--- src/rtl/i2c_arb_pkg.sv ---
// i2c_arb_pkg: arbiter state encoding and owner codes
package i2c_arb_pkg;
  typedef enum logic [1:0] {ST_IDLE, ST_GRANT0, ST_GRANT1, ST_RELEASE} state_t;
  localparam logic OWN_M0 = 1'b0;
  localparam logic OWN_M1 = 1'b1;
endpackage

--- src/rtl/i2c_line_filter.sv ---
// i2c_line_filter: 2-flop sync, stable-count glitch filter and registered edge strobes
module i2c_line_filter #(
  parameter int FILT_LEN = 4
) (
  input  logic clk,
  input  logic reset,
  input  logic raw,
  output logic filt,
  output logic rise,
  output logic fall
);
  localparam int CW = $clog2(FILT_LEN + 1);
  logic [1:0] sync;
  logic [CW-1:0] cnt;
  logic flip;
  // flip on the FILT_LEN-th consecutive differing synced sample
  assign flip = (sync[1] != filt) && (cnt == CW'(FILT_LEN - 1));
  always_ff @(posedge clk or posedge reset)
    if (reset) begin
      sync <= 2'b11;
      cnt <= '0;
      filt <= 1'b1;
      rise <= 1'b0;
      fall <= 1'b0;
    end else begin
      sync <= {sync[0], raw};
      cnt <= (sync[1] != filt && !flip) ? cnt + 1'b1 : '0;
      filt <= flip ? sync[1] : filt;
      rise <= flip & sync[1];
      fall <= flip & ~sync[1];
    end
endmodule

--- src/rtl/i2c_bus_arbiter.sv ---
// i2c_bus_arbiter: grants one of two I2C masters the downstream bus, stretching the other
module i2c_bus_arbiter
  import i2c_arb_pkg::*;
#(
  parameter int FILT_LEN       = 4,
  parameter int BUF_CYCLES     = 130,
  parameter int TIMEOUT_CYCLES = 2500000,
  parameter int CNT_W          = 22
) (
  input  logic clk,
  input  logic reset,
  input  logic m0_scl_i,
  input  logic m0_sda_i,
  input  logic m1_scl_i,
  input  logic m1_sda_i,
  output logic bypass_en0,
  output logic bypass_en1,
  output logic m0_scl_hold,
  output logic m1_scl_hold,
  output logic busy,
  output logic owner,
  output logic timeout_pulse,
  output logic collision_pulse
);
  logic [3:0] raw, filt, rise, fall;
  logic [1:0] start, stop, scl_edge;
  state_t state, state_nxt;
  logic [CNT_W-1:0] cnt, cnt_nxt;
  logic owner_nxt, tmo_nxt, col_nxt, g, x;
  assign raw = {m1_sda_i, m1_scl_i, m0_sda_i, m0_scl_i};
  for (genvar i = 0; i < 4; i++) begin : g_filt
    i2c_line_filter #(.FILT_LEN(FILT_LEN)) u_filt (
      .clk(clk), .reset(reset), .raw(raw[i]),
      .filt(filt[i]), .rise(rise[i]), .fall(fall[i])
    );
  end
  assign start = {fall[3] & filt[2], fall[1] & filt[0]};
  assign stop = {rise[3] & filt[2], rise[1] & filt[0]};
  assign scl_edge = {rise[2] | fall[2], rise[0] | fall[0]};
  assign g = (&start) ? ~owner : start[1];
  assign x = (state == ST_GRANT1);
  always_comb begin
    state_nxt = state;
    cnt_nxt = cnt + 1'b1;
    owner_nxt = owner;
    tmo_nxt = 1'b0;
    col_nxt = 1'b0;
    unique case (state)
      ST_IDLE: begin
        cnt_nxt = '0;
        if (|start) begin
          state_nxt = g ? ST_GRANT1 : ST_GRANT0;
          owner_nxt = g ? OWN_M1 : OWN_M0;
          col_nxt = &start;
        end
      end
      ST_GRANT0, ST_GRANT1: begin
        cnt_nxt = scl_edge[x] ? '0 : cnt + 1'b1;
        if (stop[x]) begin
          state_nxt = ST_RELEASE;
          cnt_nxt = '0;
        end else if (cnt == CNT_W'(TIMEOUT_CYCLES - 1)) begin
          state_nxt = ST_RELEASE;
          cnt_nxt = '0;
          tmo_nxt = 1'b1;
        end
      end
      ST_RELEASE: begin
        if (cnt == CNT_W'(BUF_CYCLES - 1)) begin
          state_nxt = ST_IDLE;
          cnt_nxt = '0;
        end
      end
      default: begin
        state_nxt = ST_IDLE;
        cnt_nxt = '0;
      end
    endcase
  end
  // outputs are registered from the next state so they line up with the state register
  always_ff @(posedge clk or posedge reset)
    if (reset) begin
      state <= ST_IDLE;
      cnt <= '0;
      owner <= OWN_M1;
      bypass_en0 <= 1'b0;
      bypass_en1 <= 1'b0;
      m0_scl_hold <= 1'b0;
      m1_scl_hold <= 1'b0;
      busy <= 1'b0;
      timeout_pulse <= 1'b0;
      collision_pulse <= 1'b0;
    end else begin
      state <= state_nxt;
      cnt <= cnt_nxt;
      owner <= owner_nxt;
      bypass_en0 <= state_nxt == ST_GRANT0;
      bypass_en1 <= state_nxt == ST_GRANT1;
      m0_scl_hold <= state_nxt == ST_GRANT1 || state_nxt == ST_RELEASE;
      m1_scl_hold <= state_nxt == ST_GRANT0 || state_nxt == ST_RELEASE;
      busy <= state_nxt != ST_IDLE;
      timeout_pulse <= tmo_nxt;
      collision_pulse <= col_nxt;
    end
  a_grant_safe: assert property (@(posedge clk) disable iff (reset)
    !(bypass_en0 && bypass_en1) && !(bypass_en0 && m0_scl_hold) && !(bypass_en1 && m1_scl_hold));
endmodule

--- config.mk ---
export PLATFORM = sky130hd
export DESIGN_NAME = i2c_bus_arbiter
export DESIGN_NICKNAME = d
export VERILOG_FILES = /design/src/rtl/i2c_arb_pkg.sv /design/src/rtl/i2c_line_filter.sv /design/src/rtl/i2c_bus_arbiter.sv
export SDC_FILE = /design/constraint.sdc
export NUM_CORES = 1
export LEC_CHECK = 0
export BUFFER_PORTS_ARGS = -buffer_cell sky130_fd_sc_hd__buf_2
export CORE_UTILIZATION = 45
export CTS_CLUSTER_SIZE = 20
export DETAILED_ROUTE_END_ITERATION = 10
export PLACE_DENSITY_LB_ADDON = 0.25
export SLEW_MARGIN = 20
export SYNTH_ARGS = -nofsm -noshare
export SYNTH_HDL_FRONTEND = slang
export SYNTH_SLANG_ARGS = --single-unit
--- constraint.sdc ---
create_clock -name clk -period 4.15 [get_ports clk]
set_input_delay 0.2075 -clock clk [delete_from_list [all_inputs] [get_ports clk]]
set_output_delay 0.2075 -clock clk [all_outputs]
set_load 0.005 [all_outputs]
# Yosys cells after proc, flatten, opt, wreduce, memory -nomap -nowiden
# Index checks and enable logic that the tools add are counted.
# word_totals
register_bits	64
latchBits	0
mem_bits_rw	0
romBits	0
input_bits	6
out_inout_bits	8
wordCells	117
n_memories	0
# classes
n_addsub	5
multipliers	0
div	0
order_cmp	1
n_eq_ne	16
shifts	0
muxes	26
n_bitwise	19
n_reduce_logical	20
# ops
op	n
2-to-1 mux 22 bit	4
one-hot mux 22 bit (3 select lines)	1
adder 22 x 1 -> 22 bit, second input constant	1
== test 22 bit, second input constant	1
== test 22 x 8 -> 1 bit, second input constant	1
adder 3 x 1 -> 3 bit, second input constant	4
AND 1 bit	12
== test 3 x 2 -> 1 bit, second input constant	4
2-to-1 mux 3 bit	4
2-to-1 mux 1 bit	11
2-to-1 mux 2 bit	5
== test 2 bit, second input constant	4
logical AND 1 bit	8
one-hot mux 2 bit (3 select lines)	1
NOT 1 bit	5
== test 2 x 1 -> 1 bit, second input constant	2
zero test 1 bit	4
!= test 1 bit	4
AND reduction 2 bit	2
OR reduction 2 bit	2
zero test 2 bit	1
logical OR 1 bit	2
less-than comparator 1 x 2 -> 1 bit, second input constant	1
bitwise OR 1 bit	2
nonzero test 2 bit	1

# Logic depth before layout (Yosys ltp)
# Gate-level depths: netlist of run 1.
# logic_depth
word_depth	8
depth_mapped	9
depth_no_buf	9

# Cells and area by module
# Synthesis of run 1 repeated with hierarchy kept, for this count alone.
# unflattened
cells_unflattened	258
hier_area_um2	2916.5
# by_module_without_submodules
mod	n_inst	cells_each	area_per_inst_um2	seq_area_each_um2
i2c_bus_arbiter	1	174	1750.4	777.0
i2c_line_filter	4	21	291.5	203.9

# Worst setup path before layout of run 1
# Ideal clock, no wire load.
# synth_timing
path_kind	reg-to-reg
start	register cnt[0]
end	register bypass_en1
setup_ns	0.068
arrival_time_ns	1.927
t_required_ns	4.082
slack_ns	2.155
path_stages_with_launch	9
path_buffers	0
period_less_slack_ns	1.995
cell_sequence	dfrtp_1 > ha_1 > nand4_1 > or4_4 > o21ai_2 > nor2_1 > o32a_1 > inv_2 > and2_1
# synth_between
elab_chain_cells	5
word_cells_on_any_way	7
cone_classes	3 x eq/ne; 4 x mux
# synth_rtl
element	line_no	text
start: declaration	i2c_bus_arbiter.sv:28	logic [CNT_W-1:0] cnt, cnt_nxt;
start signal: assignment	i2c_bus_arbiter.sv:95	cnt <= cnt_nxt;
== test 22 bit	i2c_bus_arbiter.sv:62	end else if (cnt == CNT_W'(TIMEOUT_CYCLES - 1)) begin
2-to-1 mux 2 bit	i2c_bus_arbiter.sv:62	
2-to-1 mux 2 bit	i2c_bus_arbiter.sv:59	if (stop[x]) begin
one-hot mux 2 bit (3 select lines) *	i2c_bus_arbiter.sv:48	unique case (state)
net state_nxt[1]	i2c_bus_arbiter.sv:27	state_t state, state_nxt;
== test 2 bit *	i2c_bus_arbiter.sv:98	bypass_en1 <= state_nxt == ST_GRANT1;
end signal: assignment	i2c_bus_arbiter.sv:87	bypass_en1 <= 1'b0;
end signal: assignment	i2c_bus_arbiter.sv:98	
end: declaration	i2c_bus_arbiter.sv:17	output logic bypass_en1,
# The timed path passes the listed nets; every way through them passes the cells marked *.
# A chain may end at the register's enable or synchronous reset.

# Worst setup path after layout of run 1
# layout_timing
start	register cnt[0]
end	register cnt[9]
# layout_between
elab_chain_cells	5
word_cells_on_any_way	8
cone_classes	1 x add/sub; 2 x eq/ne; 5 x mux
# layout_rtl
element	line_no	text
adder 22 x 1 -> 22 bit	i2c_bus_arbiter.sv:44, i2c_bus_arbiter.sv:58	
2-to-1 mux 22 bit	i2c_bus_arbiter.sv:58	cnt_nxt = scl_edge[x] ? '0 : cnt + 1'b1;
2-to-1 mux 22 bit	i2c_bus_arbiter.sv:62	
2-to-1 mux 22 bit	i2c_bus_arbiter.sv:59	
one-hot mux 22 bit (3 select lines) *	i2c_bus_arbiter.sv:48	
net cnt_nxt[9]	i2c_bus_arbiter.sv:28	
# Marked as above.

==> results of run 1 <==
==> area by class of cell <==
| cell class | instances | area [um^2] |
|---|---|---|
| Multi-Input combinational cell | 172 | 1047 |
| Timing Repair Buffer | 18 | 112.6 |
| Clock buffer | 11 | 151.4 |
| Inverter | 22 | 82.58 |
| Tap cell | 75 | 93.84 |
| Sequential cell | 64 | 1618 |
| Clock inverter | 5 | 55.05 |
| Fill cell | 537 | 2760 |
==> cells in the mapped netlist (4+ instances only) <==
library cell	count	area share, %
dfrtp_1	51	46
dfstp_2	13	12
ha_1	14	6.3
inv_1	21	2.9
nand2_1	21	2.9
nand2b_1	5	1.1
nand3_1	14	2.5
nand4_1	4	0.91
nor2_1	49	6.7
nor3_1	7	1.3
nor3b_1	5	1.4
o21ai_0	7	1.3
xnor2_1	7	2.2
xor2_1	17	5.4
==> worst max-delay path, stage by stage (launching register included) <==
cell and delay (ns):
dfrtp_1 0.39, ha_1 0.24, nand4_1 0.14, or4_4 0.56, o21ai_2 0.16, nor2_1 0.07, o21bai_2 0.66, nor2_1 0.12
==> timing repair <==
| action | in CTS | in global routing |
|---|---|---|
| gates resized for setup | 0 | 0 |
| setup buffers | 0 | 0 |
| hold buffers | 4 | 0 |
| endpoints found under the hold margin | 4 | 0 |
==> stage by stage <==
stage	power, mW	area [um^2]	utilization (%)
final	1.543	3161	53.38
after global placement	1.005	2914	49.22
after CTS	1.565	3161	53.38
after detailed placement	1.013	2914	49.22
after floorplan	0.9518	2761	-
after global routing	1.642	3161	53.38
==> per-layer routing <==
layer | vias up | share of wire, % | global-route usage (%)
met5 | - | 0 | 0
met4 | 0 | 2.3 | 8.036
met3 | 7 | 3.2 | 6.136
met2 | 27 | 43 | 22.74
met1 | 821 | 51 | 20.10
li1 | 909 | - | -
==> worst max path at each step <==
stage                           from              endpoint  slack, ns  depth (start not counted)
global placement    cnt[0]$_DFF_PP0_      cnt[3]$_DFF_PP0_       1.68                          7
floorplan           cnt[0]$_DFF_PP0_  bypass_en1$_DFF_PP0_       2.15                          8
CTS                 cnt[0]$_DFF_PP0_      cnt[9]$_DFF_PP0_       1.62                          7
detailed placement  cnt[0]$_DFF_PP0_     cnt[10]$_DFF_PP0_       1.62                          7
finish              cnt[0]$_DFF_PP0_      cnt[9]$_DFF_PP0_       1.67                          7
global route        cnt[0]$_DFF_PP0_     cnt[21]$_DFF_PP0_       1.39                          7
==> cell families after synthesis <==
logic type / share of synthesized area [%]
AND/OR/NAND/NOR: 19.67
buffers and inverters: 3.489
XOR/XNOR: 7.612
AO/OA/AOI/OAI: 4.305
flip-flops: 58.59
adder cells (fa/ha/maj): 6.344
==> power breakdown <==
part / switching (mW) / internal [mW] / leakage, nW
Combinational: 0.123 / 0.0935 / 0.516
Clock: 0.236 / 0.308 / 0.101
Sequential: 0.0565 / 0.726 / 0.838
Total: 0.416 / 1.13 / 1.46
==> sequential cells by signal, indices dropped and copies added, names as in the netlist, 2 cells and up <==
register            flops
g_filt.u_filt.filt      4
g_filt.u_filt.fall      4
state                   2
g_filt.u_filt.rise      4
g_filt.u_filt.cnt      12
g_filt.u_filt.sync      8
cnt                    22
==> results.json, run 1 <==
{
  "cts_buffers": 9,
  "setup_ws_ns": 1.667,
  "grt_pass1_vias": 1688,
  "syn_area_um2": 2761,
  "status": "finished with violations",
  "final_nets": 307,
  "p_per_area_nw_per_um2": 488.3,
  "yosys_warnings": 0,
  "dominantRegCellSynth": "dfrtp_1",
  "drt_first_pass_iters": 7,
  "path_class": "register to register",
  "viasPerCell": 4.807,
  "std_cell_rows": 28,
  "reg2reg_slack_ns": 1.67,
  "gp_congestion": 0.7958,
  "layout_commonest_cell": "dfrtp_1",
  "synth.distinct_cells": 34,
  "timing.hold.ws_ns": 0.08763,
  "wl_mm": 4.139,
  "antenna_found_initial": 0,
  "required_ns": 4.34,
  "syn_inst": 261,
  "syn_to_final_growth_pct": 14.45,
  "wl_per_cell_um": 11.28,
  "vias": 1764,
  "clockBufferDepth": 2,
  "synth.net_count": 281,
  "hpwl_mm": 2.755,
  "overflow": 0,
  "clk_pin_slew_ns": 0.07,
  "slew_headroom_pct": 43.96,
  "syn_area_per_cell_um2": 10.58,
  "cp-start-kind": "register",
  "fin_crit_ns": 2.483,
  "r2r_cells": 7,
  "rsz0062_at_grt": "no",
  "die_width_um": 80.34,
  "fin_cells": 367,
  "maxCapViolCount": 0,
  "htreeDepth": 3,
  "mostFrequentLayoutCells": "dfrtp_1 (51), nor2_1 (49), nand2_1 (21), inv_1 (20), xor2_1 (17)",
  "leakage_nw": 1.456,
  "hold_path.class": "input pin to async pin",
  "synth_edf_count": 0,
  "yosysSeqAreaShare_pct": 58.59,
  "cp_data_arrival_time_ns": 2.67,
  "place_inst": 347,
  "max_freq_mhz": 402.7,
  "drt_first_iter_violations": 67,
  "slew_viol_final": 0,
  "clock_latency_ns": 0.34,
  "grt_usage_pct": 15.64,
  "synth-async-reset-ratio_pct": 100.0,
  "coreArea_um2": 5921,
  "timing.rr.start": "cnt[0]$_DFF_PP0_",
  "drive_gt1_share_pct": 16.44,
  "finalCritPeriodShare_pct": 59.83,
  "grt_pass1_wl_mm": 7.396,
  "grt_start_max_net_pins": 65,
  "cp_max_fo": 22,
  "ant_nets": 0,
  "synth_seq_cells": 64,
  "crit_path_end_kind": "register",
  "clock-sinks": 64,
  "worst_slew_pin_slew_ns": 0.8400,
  "r2r_end": "cnt[9]$_DFF_PP0_",
  "portBuffers": 13,
  "post-place-ws_ns": 1.623,
  "floorplan.initialDensity_pct": 46.64,
  "violations": "design-rule violations",
  "diodes": 0,
  "pin_count": 14,
  "setup_tns_ns": 0,
  "finalClockSkew_ns": 0.01003,
  "setup_violations": 0,
  "chipHeight_um": 80.34,
  "tritoncts": "built",
  "finalHoldViolations": 0,
  "peakVddDrop_mv": 0.2735,
  "cts_root_buffer": "clkbuf_8",
  "die-area_um2": 6454,
  "detail_route.drc_violations": 1
}
Note: power is estimated with default switching activity, not from simulation.
==> run 2: changes to the inputs <==
==> constraint.sdc (replaced) <==
create_clock -name clk -period 2.04 [get_ports clk]
set_input_delay 0.102 -clock clk [delete_from_list [all_inputs] [get_ports clk]]
set_output_delay 0.102 -clock clk [all_outputs]
set_load 0.005 [all_outputs]
==> run 2 against run 1 <==
The flow now finishes without violations. Critical path depth rose by 1. Total power up 110%. Routed wire length rose by 12%. Combinational power up 130%. Non-clock buffer count rose by 18. Fmax up 23%. Sequential share of layout area decreased by 3.2 points. Critical path type unchanged.
==> results.json, run 2 (synthesis gave the netlist of run 1 again) <==
{
  "required_ns": 2.31,
  "cts_buffers": 9,
  "chipHeight_um": 80.34,
  "place_area_um2": 3052,
  "cp_max_fo": 3,
  "finalClockSkew_ns": 0.009811,
  "grt_pass1_vias": 1808,
  "overflow": 0,
  "vias": 1870,
  "top_regs": "cnt (22), g_filt.u_filt.cnt (12), g_filt.u_filt.sync (8)",
  "clk_pin_slew_ns": 0.07,
  "detail_route.drc_violations": 0,
  "wl_per_cell_um": 12.02,
  "mostFrequentLayoutCells": "dfrtp_1 (51), nor2_1 (49), nand2_1 (21), inv_1 (20), xor2_1 (17)",
  "cp_data_arrival_time_ns": 2.30,
  "cp_top_family": "simple AND/OR/NAND/NOR gates",
  "grt_pass1_wl_mm": 8.024,
  "cp-start-kind": "register",
  "tritoncts": "built",
  "viasPerCell": 4.857,
  "min_path_cells": 0,
  "layout_commonest_cell": "dfrtp_1",
  "rsz0062_at_grt": "yes",
  "diodes": 0,
  "std_cell_rows": 28,
  "setup_ws_ns": 0.01507,
  "gp_congestion": 0.8263,
  "coreArea_um2": 5921,
  "grt_start_max_net_pins": 40,
  "post-place-ws_ns": 0.002222,
  "grt.busiest_layer": "met2",
  "die-area_um2": 6454,
  "pin_count": 14,
  "maxCapViolCount": 0,
  "leakage_nw": 1.562,
  "hpwl_mm": 3.150,
  "cp_cell_sequence": "ha_2 -> nand4_1 -> or4_4 -> o21ai_2 -> nor2_1 -> o32a_1 -> inv_2 -> and2_1",
  "finalCritPeriodShare_pct": 99.26,
  "slew_viol_final": 0,
  "max_freq_mhz": 493.8,
  "die_width_um": 80.34,
  "clock_latency_ns": 0.34,
  "ant_nets": 0,
  "floorplan.initialDensity_pct": 46.64,
  "clock-sinks": 64,
  "hold_path.class": "register to register",
  "finalHoldViolations": 0,
  "timing.hold.ws_ns": 0.3533,
  "slew_headroom_pct": 62.91,
  "largest_reg_flops": 22,
  "drt_first_iter_violations": 81,
  "slowest_stage": "or4_4",
  "p_per_area_nw_per_um2": 946.5,
  "clockBufferDepth": 2,
  "drive_gt1_share_pct": 22.90,
  "wl_mm": 4.627,
  "worst_slew_pin_slew_ns": 0.5556,
  "use_met3_pct": 5.795,
  "crit_path_end_kind": "register",
  "use_met1_pct": 21.69,
  "r2r_cells": 8,
  "max_stage_delay_ns": 0.51,
  "htreeDepth": 3,
  "grt_use_met2_pct": 25.73,
  "final_nets": 325,
  "place_inst": 362,
  "fillCellCount": 497,
  "setup_violations": 0,
  "grt_usage_pct": 16.67,
  "largest-register": "cnt",
  "cts_root_buffer": "clkbuf_8",
  "antenna_found_initial": 0,
  "design_area_um2": 3368,
  "portBuffers": 13,
  "cp.depth": 8,
  "status": "complete, no violations",
  "path_class": "register to register",
  "worst-path-buf-inv": 1,
  "peakVddDrop_mv": 0.4942,
  "fin_crit_ns": 2.025,
  "syn_to_final_growth_pct": 21.98,
  "drt_first_pass_iters": 4,
  "fin_cells": 385
}
run 2: path summary, 6_finish.rpt:
path | endpoint | start | slack, ns
hold / removal | g_filt[0].u_filt.sync[1]$_DFF_PP1_ | g_filt[0].u_filt.sync[0]$_DFF_PP1_ | 0.35
setup / recovery | bypass_en1$_DFF_PP0_ | cnt[1]$_DFF_PP0_ | 0.02
setup reg to reg | bypass_en1$_DFF_PP0_ | cnt[1]$_DFF_PP0_ | 0.02
min in group asynchronous | cnt[12]$_DFF_PP0_ | reset | 0.37
hold reg to reg | g_filt[0].u_filt.sync[1]$_DFF_PP1_ | g_filt[0].u_filt.sync[0]$_DFF_PP1_ | 0.35
max in group asynchronous | g_filt[2].u_filt.filt$_DFFE_PP1P_ | reset | 1.02
run 2: timing repair:
action,CTS,global route
gates resized for setup,2,6
endpoints found under the hold margin,29,0
hold buffers,5,0
gates cloned,0,0
pin swaps,3,5
setup buffers,1,1
endpoints found under the setup margin,1,27
run 2: cell type report:
class	count	area (um^2)	share of cell area (%)
Clock buffer	10	137.6	4.086
Clock inverter	6	67.56	2.006
Inverter	22	82.58	2.452
Multi-Input combinational cell	172	1094	32.47
Sequential cell	64	1618	48.03
Tap cell	75	93.84	2.786
Timing Repair Buffer	36	275.3	8.172
run 2: layer usage:
layer | part of all wire, % | vias up
li1 | - | 941
met1 | 49 | 895
met2 | 48 | 29
met3 | 3.0 | 5
met4 | 0.82 | 0
met5 | 0 | -
run 2: power by group:
part,switching [mW],internal [mW],leakage [nW]
registers,0.118,1.48,0.838
logic,0.271,0.220,0.625
clock network,0.501,0.601,0.0989
total,0.890,2.30,1.56
run 2: worst register-to-register path, delay by kind of cell, from the launching register on:
kind | cells | cell delay (ns)
fa+ha+maj | 1 | 0.19
buf+inv | 1 | 0.08
simple gates | 4 | 0.82
compound gates | 2 | 0.51
flops | 1 | 0.36
run 2: through the flow:
stage	util (%)	total power, mW	setup TNS, ns
2_1_floorplan	-	1.936	0
3_3_place_gp	51.54	2.068	0
3_5_place_dp	51.54	2.098	0
4_1_cts	56.13	3.222	-0.01169
5_1_grt	56.89	3.391	-0.7867
6_report	56.89	3.188	0
==> run 3: changes to the inputs <==
--- a/config.mk
+++ b/config.mk
@@ -6,7 +6,7 @@
 export NUM_CORES = 1
 export LEC_CHECK = 0
 export BUFFER_PORTS_ARGS = -buffer_cell sky130_fd_sc_hd__buf_2
-export CORE_UTILIZATION = 45
+export CORE_UTILIZATION = 50
 export CTS_CLUSTER_SIZE = 20
 export DETAILED_ROUTE_END_ITERATION = 10
 export PLACE_DENSITY_LB_ADDON = 0.25
==> run 3 against run 2 <==
Clock power rose by 24%. Final area is 0.30% higher. Combinational power down 2%. Global-route usage increased by 1.4 points. Sequential share of layout area decreased by 0.14 points. Setup slack improved by 0.037 ns. Utilization rose by 8.0 points. Hold slack improved by 0.0038 ns. Flip-flop and latch count unchanged. Largest cell class unchanged.
==> results.json, run 3 (synthesis gave the netlist of run 1 again) <==
{
  "status": "complete, no violations",
  "setup_violations": 0,
  "die-area_um2": 5824,
  "layout_commonest_cell": "dfrtp_1",
  "slew_headroom_pct": 70.55,
  "slew_viol_final": 0,
  "overflow": 0,
  "path_class": "register to register",
  "portBuffers": 13,
  "floorplan.initialDensity_pct": 53.05,
  "diodes": 0,
  "mostFrequentLayoutCells": "dfrtp_1 (51), nor2_1 (49), nand2_1 (21), inv_1 (20), xor2_1 (17)",
  "wl_per_cell_um": 12.04,
  "peakVddDrop_mv": 0.6627,
  "clock-sinks": 64,
  "hpwl_mm": 2.997,
  "seq_area_um2": 1618,
  "grt_pass1_vias": 1755,
  "cp-start-kind": "register",
  "post-place-ws_ns": 0.04078,
  "rsz0062_at_grt": "yes",
  "cp_data_arrival_time_ns": 2.27,
  "finalClockSkew_ns": 0.008596,
  "setup_ws_ns": 0.05236,
  "clockBufferDepth": 2,
  "detail_route.drc_violations": 0,
  "p_per_area_nw_per_um2": 1017,
  "multi_input_area_um2": 1090,
  "max_freq_mhz": 503.1,
  "chipHeight_um": 76.32,
  "slowest_stage": "or4_4",
  "coreArea_um2": 5205,
  "finalCritPeriodShare_pct": 97.43,
  "cp_max_fo": 3,
  "crit_path_end_kind": "register",
  "ant_nets": 0,
  "drt_first_iter_violations": 108,
  "grt_start_max_net_pins": 34,
  "largest-register": "cnt",
  "fin_crit_ns": 1.988,
  "largest_reg_flops": 22,
  "worst_slew_pin_slew_ns": 0.4384,
  "cts_buffers": 9,
  "required_ns": 2.32,
  "worst-path-buf-inv": 1,
  "drt_first_pass_iters": 4,
  "antenna_found_initial": 0,
  "fillCellCount": 427,
  "cts_root_buffer": "clkbuf_8",
  "clk_pin_slew_ns": 0.07,
  "cp_cell_sequence": "ha_2 -> nand4_1 -> or4_4 -> o21ai_4 -> nor2_1 -> o32a_1 -> inv_2 -> and2_1",
  "fin_total_pwr_mw": 3.436,
  "final_nets": 323,
  "tritoncts": "built",
  "max_stage_delay_ns": 0.53,
  "top_regs": "cnt (22), g_filt.u_filt.cnt (12), g_filt.u_filt.sync (8)",
  "viasPerCell": 4.817,
  "wl_mm": 4.552,
  "gp_congestion": 0.8172,
  "leakage_nw": 1.576,
  "die_width_um": 76.32,
  "clock_latency_ns": 0.35,
  "syn_to_final_growth_pct": 22.34,
  "final_util_pct": 64.90,
  "drive_gt1_share_pct": 22.08,
  "hold_path.class": "register to register",
  "maxCapViolCount": 0,
  "grt_usage_pct": 18.11,
  "htreeDepth": 3,
  "grt_pass1_wl_mm": 7.955,
  "vias": 1821,
  "std_cell_rows": 26,
  "pin_count": 14,
  "cp_top_family": "simple AND/OR/NAND/NOR gates",
  "finalHoldViolations": 0
}
[run 3: repair_timing]
action,4_1_cts,5_1_grt
resized for setup,0,7
hold endpoints to repair,55,0
hold buffers,5,0
endpoints found under the setup margin,0,27
buffers inserted,0,2
[run 3: report_power, final]
group	internal, mW	switching, mW
clock	0.851	0.508
sequential	1.48	0.118
combinational	0.214	0.268
total	2.54	0.894
[run 3: final timing paths]
check | startpoint | to | slack (ns) | cells after the start
worst min register to register | g_filt[1].u_filt.sync[0]$_DFF_PP1_ | g_filt[1].u_filt.sync[1]$_DFF_PP1_ | 0.36 | 0
min in group asynchronous | reset | cnt[16]$_DFF_PP0_ | 0.37 | 4
worst min-delay path | g_filt[1].u_filt.sync[0]$_DFF_PP1_ | g_filt[1].u_filt.sync[1]$_DFF_PP1_ | 0.36 | 0
max in group asynchronous | reset | g_filt[1].u_filt.sync[0]$_DFF_PP1_ | 1.32 | 4
worst max register to register | cnt[1]$_DFF_PP0_ | bypass_en1$_DFF_PP0_ | 0.05 | 8
worst max-delay path | cnt[1]$_DFF_PP0_ | bypass_en1$_DFF_PP0_ | 0.05 | 8
[run 3: layout make-up]
cell class	instances	share of cell area [%]
inverter	22	2.444
multi-input combinational	172	32.26
clock buffer	10	4.074
tap	70	2.593
clock inverter	6	3.407
sequential	64	47.89
timing repair buffer	34	7.333
[run 3: routing by layer]
layer | share of wire, % | GRT usage (%) | vias up
met5 | 0 | 0 | -
met4 | 1.8 | 8.654 | 0
met3 | 4.1 | 6.467 | 6
met2 | 46 | 27.21 | 32
met1 | 49 | 23.35 | 848
li1 | - | - | 935
[run 3: stage by stage]
stage | setup TNS (ns) | hold slack, ns | area (um^2) | instances
2_1_floorplan | 0 | 0.1065 | 2761 | 261
3_3_place_gp | 0 | 0.2001 | 3018 | 355
3_5_place_dp | 0 | 0.2081 | 3018 | 355
4_1_cts | 0 | 0.3577 | 3321 | 376
5_1_grt | -0.7016 | 0.3613 | 3378 | 378
6_report | 0 | 0.3571 | 3378 | 378
